==> config.mk <==
export PLATFORM = sky130hd
export DESIGN_NAME = pdm_mic_capture
export DESIGN_NICKNAME = d
export VERILOG_FILES = /design/src/rtl/audio_pkg.sv /design/src/rtl/sample_fifo.sv /design/src/rtl/pdm_mic_capture.sv
export SDC_FILE = /design/constraint.sdc
export NUM_CORES = 1
export LEC_CHECK = 0
export ABC_AREA = 1
export CELL_PAD_IN_SITES_DETAIL_PLACEMENT = 0
export CELL_PAD_IN_SITES_GLOBAL_PLACEMENT = 1
export CORE_MARGIN = 4
export CORE_UTILIZATION = 44
export CTS_CLUSTER_SIZE = 14
export DETAILED_ROUTE_END_ITERATION = 8
export GPL_ROUTABILITY_DRIVEN = 0
export PLACE_DENSITY = 0.75
export SYNTH_ARGS = -nofsm -noshare
export SYNTH_HDL_FRONTEND = slang
export SYNTH_SLANG_ARGS = --single-unit
==> constraint.sdc <==
create_clock -name clock -period 1.8 [get_ports clock]
set_input_delay 0.27 -clock clock [delete_from_list [all_inputs] [get_ports clock]]
set_output_delay 0.27 -clock clock [all_outputs]
set_load 0.01 [all_outputs]
==> src/rtl/audio_pkg.sv <==
// Shared constants for the audio I/O blocks: sample width, memory-mapped
// addresses and the status-word layout returned by the capture path.
package audio_pkg;

    localparam int SAMPLE_W = 10;

    localparam int IO_SW        = 4096;
    localparam int IO_LED       = 4097;
    localparam int IO_AUDIO_OUT = 4098;
    localparam int IO_AUDIO_IN  = 4099;

    localparam int VALID_BIT = 31;
    localparam int OVF_BIT   = 30;

endpackage

==> src/rtl/sample_fifo.sv <==
// Circular sample buffer with occupancy count; a pop on an empty buffer is
// ignored and a push on a full buffer is only accepted alongside a pop.
module sample_fifo #(
    parameter int WIDTH = 10,
    parameter int DEPTH = 16
) (
    input  logic                     clock,
    input  logic                     reset,
    input  logic                     push,
    input  logic                     pop,
    input  logic [WIDTH-1:0]         din,
    output logic [WIDTH-1:0]         dout,
    output logic [$clog2(DEPTH):0]   count,
    output logic                     full,
    output logic                     empty
);

    localparam int AW    = $clog2(DEPTH);
    localparam int CNT_W = AW + 1;

    logic [WIDTH-1:0] mem [DEPTH];
    logic [AW-1:0]    rd_ptr;
    logic [AW-1:0]    wr_ptr;
    logic             do_push;
    logic             do_pop;

    assign full    = (count == CNT_W'(DEPTH));
    assign empty   = (count == '0);
    assign do_pop  = pop && !empty;
    // A full buffer still accepts a push when a pop frees the head slot in the same cycle.
    assign do_push = push && (!full || do_pop);
    assign dout    = mem[rd_ptr];

    // NOTE: storage is deliberately not reset; pointers and count alone define which entries are valid.
    always_ff @(posedge clock) begin
        if (do_push) begin
            mem[wr_ptr] <= din;
        end
    end

    always_ff @(posedge clock or negedge reset) begin
        if (!reset) begin
            rd_ptr <= '0;
            wr_ptr <= '0;
            count  <= '0;
        end else begin
            if (do_push) begin
                wr_ptr <= wr_ptr + 1'b1;
            end
            if (do_pop) begin
                rd_ptr <= rd_ptr + 1'b1;
            end
            case ({do_push, do_pop})
                2'b10:   count <= count + 1'b1;
                2'b01:   count <= count - 1'b1;
                default: count <= count;
            endcase
        end
    end

endmodule

==> src/rtl/pdm_mic_capture.sv <==
// PDM microphone front end: generates mic_clk, samples the 1-bit stream on each
// falling mic_clk, decimates by counting ones per window and buffers the samples.
module pdm_mic_capture #(
    parameter int CLK_DIV  = 8,
    parameter int WINDOW   = 1023,
    parameter int SAMPLE_W = audio_pkg::SAMPLE_W,
    parameter int DEPTH    = 16
) (
    input  logic                     clock,
    input  logic                     reset,
    input  logic                     enable,
    input  logic                     mic_data,
    output logic                     mic_clk,
    output logic                     mic_lrsel,
    input  logic                     rd_en,
    input  logic                     clear_ovf,
    output logic [31:0]              rd_data,
    output logic [$clog2(DEPTH):0]   fifo_count
);

    localparam int DIV_W = (CLK_DIV > 1) ? $clog2(CLK_DIV) : 1;

    logic [DIV_W-1:0]    div_cnt;
    logic                div_wrap;
    logic                bit_tick;
    logic                sync_ff;
    logic                mic_s;
    logic [SAMPLE_W-1:0] bit_cnt;
    logic [SAMPLE_W-1:0] ones;
    logic [SAMPLE_W-1:0] sample;
    logic                push_req;
    logic                overflow;
    logic                ovf_event;
    logic [SAMPLE_W-1:0] head;
    logic                fifo_full;
    logic                fifo_empty;

    assign mic_lrsel = 1'b0;
    assign div_wrap  = (div_cnt == DIV_W'(CLK_DIV - 1));
    // The toggle about to happen takes mic_clk from 1 to 0: the mic has settled its bit.
    assign bit_tick  = enable && div_wrap && mic_clk;

    always_ff @(posedge clock or negedge reset) begin
        if (!reset) begin
            div_cnt <= '0;
            mic_clk <= 1'b0;
        end else if (!enable) begin
            div_cnt <= '0;
            mic_clk <= 1'b0;
        end else if (div_wrap) begin
            div_cnt <= '0;
            mic_clk <= ~mic_clk;
        end else begin
            div_cnt <= div_cnt + 1'b1;
        end
    end

    // NOTE: non-blocking assignments keep these as two distinct flops; blocking would collapse the chain into one.
    always_ff @(posedge clock or negedge reset) begin
        if (!reset) begin
            sync_ff <= 1'b0;
            mic_s   <= 1'b0;
        end else begin
            sync_ff <= mic_data;
            mic_s   <= sync_ff;
        end
    end

    always_ff @(posedge clock or negedge reset) begin
        if (!reset) begin
            bit_cnt  <= '0;
            ones     <= '0;
            sample   <= '0;
            push_req <= 1'b0;
        end else begin
            push_req <= 1'b0;
            if (!enable) begin
                bit_cnt <= '0;
                ones    <= '0;
            end else if (bit_tick) begin
                if (bit_cnt == SAMPLE_W'(WINDOW - 1)) begin
                    sample   <= ones + SAMPLE_W'(mic_s);
                    push_req <= 1'b1;
                    ones     <= '0;
                    bit_cnt  <= '0;
                end else begin
                    ones    <= ones + SAMPLE_W'(mic_s);
                    bit_cnt <= bit_cnt + 1'b1;
                end
            end
        end
    end

    sample_fifo #(
        .WIDTH (SAMPLE_W),
        .DEPTH (DEPTH)
    ) u_fifo (
        .clock (clock),
        .reset (reset),
        .push  (push_req),
        .pop   (rd_en),
        .din   (sample),
        .dout  (head),
        .count (fifo_count),
        .full  (fifo_full),
        .empty (fifo_empty)
    );

    // A sample is lost only when the buffer is full and nothing is popped alongside it.
    assign ovf_event = push_req && fifo_full && !rd_en;

    always_ff @(posedge clock or negedge reset) begin
        if (!reset) begin
            overflow <= 1'b0;
        end else if (ovf_event) begin
            overflow <= 1'b1;
        end else if (clear_ovf) begin
            overflow <= 1'b0;
        end
    end

    // NOTE: rd_data gets a full default first so no path through this block leaves it unassigned (no latch).
    always_comb begin
        rd_data                      = '0;
        rd_data[audio_pkg::VALID_BIT] = !fifo_empty;
        rd_data[audio_pkg::OVF_BIT]   = overflow;
        if (!fifo_empty) begin
            rd_data[SAMPLE_W-1:0] = head;
        end
    end

endmodule

; ---- Word level (Yosys, flattened, before mapping)
; Memory sizes are Yosys's and may differ from the RTL's.
; Index checks and enable logic that the tools add are counted.
[totals]
reg_bits = 51
ram_bits = 160
input_bits = 6
out_inout_bits = 39
word_cells = 61
memories = 1
[mem_list]
columns = name, words, word_bits, read_ports, rd_ports_with_merged_regs, write_ports, line_no
row1 = u_fifo.mem, 16, 10, 1, 0, 1, sample_fifo.sv:21  ; logic [WIDTH-1:0] mem [DEPTH];
[classes]
add_sub_neg = 7
eq_ne = 7
mux = 19
bitwise = 1
reduce_logical = 14
[op_table]
columns = operator, n
row1 = $mux 10, 7
row2 = $add 10x1->10, 1
row3 = $add 10x1->10 const B, 1
row4 = $eq 10x10->1 const B, 1
row5 = $pmux 5 s2, 1
row6 = $mux 1, 9
row7 = $add 4x1->4 const B, 2
row8 = $logic_and 1x1->1, 6
row9 = $mux 3, 2
row10 = $add 5x1->5 const B, 1
row11 = $eq 5x5->1 const B, 1
row12 = $logic_not 5->1, 1
row13 = $sub 5x1->5 const B, 1
row14 = $ne 2x1->1 const B, 2
row15 = $reduce_bool 2->1, 2
row16 = $add 3x1->3 const B, 1
row17 = $eq 3x3->1 const B, 1
row18 = $logic_not 1->1, 3
row19 = $reduce_and 3->1, 1
row20 = $eq 2x1->1 const B, 1
row21 = $eq 2x2->1 const B, 1
row22 = $logic_or 1x1->1, 1
row23 = $not 1->1, 1

; ---- Depth between registers and ports, before layout
[depth]
depth_word = 7
mapped_depth = 15
ltp_nobuf = 15

; ---- Modules after synthesis
; Synthesis repeated with hierarchy kept, for this count alone.
[unflattened]
hier_cells = 843
area_unflattened_um2 = 9374.0
[by_module_without_submodules]
columns = mod, instances, cells_per_inst, area_per_inst_um2, seq_area_each_um2
row1 = sample_fifo, 1, 574, 7245.7, 5129.9
row2 = pdm_mic_capture, 1, 269, 2128.3, 950.9

; ---- Least setup slack after synthesis
; Ideal clock, no wire load.
[synth_timing]
kind = register to register
startpoint = register u_fifo.count[4]
endpoint = memory u_fifo.mem[15][0] (enable)
setup_ps = 376
arrival_time_ps = 1519
required_ps = 1424
setup_slack_ps = -95
path_stages_with_launch = 8
n_path_buf = 0
period_less_slack_ps = 1895
path_cell_list = dfrtp_1 > inv_1 > nor2_1 > nand3_1 > nand2_1 > inv_1 > nand2_1 > nor2_1
[synth_between]
elab_chain_cells = 7
word_cells_on_any_way = 9
classes_between = 1 x eq/ne / 2 x mux / 6 x reduce/logical
[synth_rtl]
columns = element, line_no
row1 = "start, declared", sample_fifo.sv:13  ; output logic [$clog2(DEPTH):0] count,
row2 = "start signal, assigned", sample_fifo.sv:54  ; 2'b10: count <= count + 1'b1;
row3 = "start signal, assigned", sample_fifo.sv:55  ; 2'b01: count <= count - 1'b1;
row4 = "start signal, assigned", sample_fifo.sv:56  ; default: count <= count;
row5 = $logic_not 5->1, sample_fifo.sv:28  ; assign empty = (count == '0);
row6 = $logic_not 1->1, sample_fifo.sv:29  ; assign do_pop = pop && !empty;
row7 = $logic_and 1x1->1, sample_fifo.sv:29
row8 = $logic_or 1x1->1 (*), sample_fifo.sv:31  ; assign do_push = push && (!full || do_pop);
row9 = $logic_and 1x1->1 (*), sample_fifo.sv:31
row10 = $mux 1 (*), sample_fifo.sv:36  ; if (do_push) begin
row11 = $mux 1 (implied by the code) (*), sample_fifo.sv:37  ; mem[wr_ptr] <= din;
row12 = "end, declared", sample_fifo.sv:21
; Every way passes the cells marked *; elsewhere a longest branch is shown, timed or not.

; ---- Worst setup path after layout
[layout_timing]
startpoint = register u_fifo.rd_ptr[0]
endpoint = output rd_data[0]
[layout_between]
elab_chain_cells = 2
[layout_rtl]
columns = element, line_no
row1 = "start, declared", sample_fifo.sv:22  ; logic [AW-1:0] rd_ptr;
row2 = "start signal, assigned", sample_fifo.sv:51  ; rd_ptr <= rd_ptr + 1'b1;
row3 = $mem_v2 16x10, n/a
row4 = $mux 10, pdm_mic_capture.sv:127  ; if (!fifo_empty) begin
row5 = "end, declared", pdm_mic_capture.sv:17  ; output logic [31:0] rd_data,
; Every way passes these cells.

==> flow_metrics.py <==
metrics = {
    "finish": {
        "drive_gt1_share_pct": 26.2,
        "num_antenna_cells": 0,
        "nets": 906,
        "n_fill_cell": 1655,
        "design_area_um2": 11600,
        "finalNonFillerCells": 1174,
        "area_growth_pct": 28.5,
    },
    "placed_design": {
        "io_buffers": 23,
        "dpl.hpwl_um": 13500,
        "dpl_cell_area_um2": 10000,
        "dp_worst_setup_slack_ps": -464,
        "dp.cells": 1100,
    },
    "flow_run": {
        "drv_cap": 0,
    },
    "synthesis": {
        "syn_avg_cell_area_um2": 11.8,
        "synth_xor_area_share_pct": 1.55,
        "synth_seq_cells": 211,
        "synth_common_cells": "edfxtp_1, nor2_1, o21ai_0",
        "synth_edf_count": 160,
        "yosysMostFrequentCell": "edfxtp_1",
        "synthArstFlopShare_pct": 24.2,
        "synthFlopType": "edfxtp_1",
        "yosys_warnings": 0,
        "synthMuxAreaShare_pct": 0,
        "synth_top_family_by_area": "simple AND/OR/NAND/NOR gates",
        "syn_inst": 767,
        "synth_compound_area_share_pct": 11.7,
        "synth_fa_ha_area_share_pct": 1.80,
        "syn_area_um2": 9020,
        "synth_top_cell_by_area": "edfxtp_1",
        "seq_area_frac_synth_pct": 67.4,
        "ys_types": 35,
        "yosys.area_share.simple_pct": 12.0,
        "yosysTopAreaCellShare_pct": 53.3,
        "synth.area.top_cells": "edfxtp_1, dfrtp_1, o21ai_0, nor2_1, nand2_1",
    },
    "grt": {
        "antenna_found_initial": 0,
        "grt_pass1_wl_um": 34000,
        "grt_max_degree": 31,
        "first_global_vias": 6449,
        "grt_use_total_pct": 19.0,
        "gr-total-overflow": 0,
    },
    "sta": {
        "drv_slew": 0,
        "worstMarginPinSlew_ps": 644,
        "min_period_ps": 2410,
        "skew_ps": 17.3,
        "grt_setup_unrepaired": "true",
        "setup_slack_ps": -605,
        "tns_ps": -5610,
        "timing.final.crit_share_pct": 134,
        "fmax_ghz": 0.416,
        "fin_hold_ws_ps": 230,
        "hold_violations": 0,
        "max_slew_margin_pct": 57.1,
        "finalSetupViolCount": 11,
    },
    "power_and_ir_drop": {
        "p_switching_w": 0.00577,
        "cellPowerDensity_nw_per_um2": 1500,
        "p_leak_nw": 4.83,
        "clock_power_share_pct": 26.8,
        "comb_power_share_pct": 42.0,
        "seq_power_share_pct": 31.2,
        "switching_share_pct": 33.2,
        "p_int_w": 0.0116,
        "irDropWorstVdd_mv": 1.02,
    },
    "drt": {
        "remaining_drc_errors": 0,
        "drtPass1Iterations": 5,
        "via_per_inst": 5.45,
        "antenna_left": 0,
        "drt_wl_total_um": 22300,
        "drt_iter0_drc": 589,
        "num_vias": 6397,
        "post_drt_wl_per_cell_um": 19.0,
    },
    "worst_setup_path": {
        "r2r_start": "u_fifo.count[0]$_DFFE_PN0P_",
        "worst_setup_path_end_kind": "output pin",
        "startpoint": "u_fifo.rd_ptr[0]$_DFFE_PN0N_",
        "worst_ep_required_time_ps": 1530,
        "worst_r2r_path_depth": 16,
        "r2r_slack_ps": 0,
        "rr_endpoint": "u_fifo.count[4]$_DFFE_PN0P_",
        "critPathMaxFanout": 8,
        "crit_arrival_ps": 2140,
        "critPathKind": "flop to output pin",
        "cp-start-kind": "flop",
    },
    "cts": {
        "root_buffer": "clkbuf_16",
        "numCtsBuffers": 23,
        "cts_tree": "done",
        "clk_latency_ps": 510,
        "h-tree-depth": 1,
        "cts_max_path_buffers": 3,
        "cts.sinks": 211,
        "clk_pin_slew_worst_paths_ps": 60,
    },
    "die": {
        "design.die.area_um2": 22900,
        "coreArea_um2": 20200,
        "row_count": 52,
        "die_height_um": 151,
        "start_util_pct": 44.7,
        "pin_count": 45,
        "fp.dieW_um": 151,
    },
    "run_status": {
        "violations": "negative setup slack",
        "run_status": "finished with violations",
    },
    "worst_hold_path": {
        "hp-class": "primary input to async pin",
    },
}
[cell usage in the layout (no fill, tap or decap), types with 4 or more instances in the layout]
| cell | count |
|---|---|
| edfxtp_1 | 160 |
| nor2_1 | 107 |
| buf_4 | 68 |
| o21ai_0 | 67 |
| nand2_1 | 63 |
| dfrtp_1 | 50 |
| inv_1 | 37 |
| clkbuf_16 | 29 |
| o21ai_1 | 27 |
| o221ai_1 | 26 |
| nand3_1 | 25 |
| conb_1 | 21 |
| o21ai_2 | 18 |
| o22ai_1 | 17 |
| xor2_1 | 15 |
| buf_12 | 14 |
| clkbuf_1 | 12 |
| buf_2 | 12 |
| ha_1 | 11 |
| nor2_4 | 10 |
| buf_6 | 10 |
| nor2_2 | 9 |
| inv_2 | 8 |
| nand2_2 | 7 |
| a21oi_2 | 7 |
| nand4_1 | 6 |
| a21oi_1 | 6 |
| buf_16 | 6 |
| clkdlybuf4s50_1 | 6 |
| o221ai_2 | 4 |
| nand3_2 | 4 |
| dlygate4sd2_1 | 4 |
[layer usage]
metal	up-vias	global-route usage (%)	part of all wire [%]
met5	-	0	0
met4	0	5.44	2.5
met3	50	3.38	7.4
met2	244	31.9	49
met1	3167	25.5	41
li1	2936	-	-
[stage by stage]
stage          utilization (%)  power [W]
6_report                  57.5     0.0174
5_1_grt                   57.5     0.0182
4_1_cts                   55.3     0.0164
3_3_place_gp              49.7     0.0108
3_5_place_dp              49.7     0.0109
2_1_floorplan                -    0.00848
[area by class of cell]
| cell class | count | area, um^2 | share of cell area (%) |
|---|---|---|---|
| multi-input cells | 473 | 2810 | 24.3 |
| well taps | 270 | 338 | 2.91 |
| clock inverters | 4 | 75.1 | 0.648 |
| flip-flops and latches | 211 | 6080 | 52.5 |
| repair buffers | 130 | 1420 | 12.2 |
| clock buffers | 38 | 673 | 5.81 |
| inverters | 48 | 193 | 1.66 |
[critical path, cell delays in order (launching register included)]
cell and delay [ps]:
dfrtp_2 460, clkinv_4 90, buf_12 120, buf_12 130, nor2_1 60, o22ai_2 190, nor2_1 60, nor2_1 110
o21ai_1 100, a21oi_2 150, buf_4 150
[power groups by stage]
| stage | logic (W) | clock network, W | registers (W) |
|---|---|---|---|
| after global placement | 0.00530 | 0 | 0.00548 |
| after floorplan | 0.00295 | 0 | 0.00553 |
| after global routing | 0.00783 | 0.00498 | 0.00543 |
| final | 0.00729 | 0.00466 | 0.00542 |
| after CTS | 0.00625 | 0.00475 | 0.00540 |
| after detailed placement | 0.00538 | 0 | 0.00548 |
[kinds of logic after synthesis]
| logic type | count (synthesis) |
|---|---|
| compound gates | 177 |
| flops | 211 |
| simple gates | 246 |
| xor+xnor | 16 |
| fa+ha+maj | 13 |
| buf+inv | 103 |
| other cells | 1 |
[state kept, by name (all words and copies together), names as in the netlist, 3 cells and up]
signal / count
u_fifo.wr_ptr: 4
u_fifo.rd_ptr: 4
sample: 10
ones: 10
bit_cnt: 10
div_cnt: 3
u_fifo.mem: 160
u_fifo.count: 5
[worst max path at each step]
stage	endpoint	slack, ps	cells past startpoint
5_1_grt	rd_data[7]	-700	8
6_report	rd_data[0]	-610	10
3_3_place_gp	rd_data[0]	-460	7
3_5_place_dp	rd_data[3]	-460	7
4_1_cts	rd_data[7]	-600	8
2_1_floorplan	u_fifo.mem[15][0]$_DFFE_PP_	-90	7
[timing repair]
action / 4_1_cts / 5_1_grt
endpoints found under the setup margin: 19 / 163
pin swaps: 29 / 55
hold buffers: 1 / 0
resized for setup: 97 / 99
endpoints found under the hold margin: 15 / 0
cloned: 5 / 6
setup buffers: 18 / 6
Power figures use the tool's default switching activity.
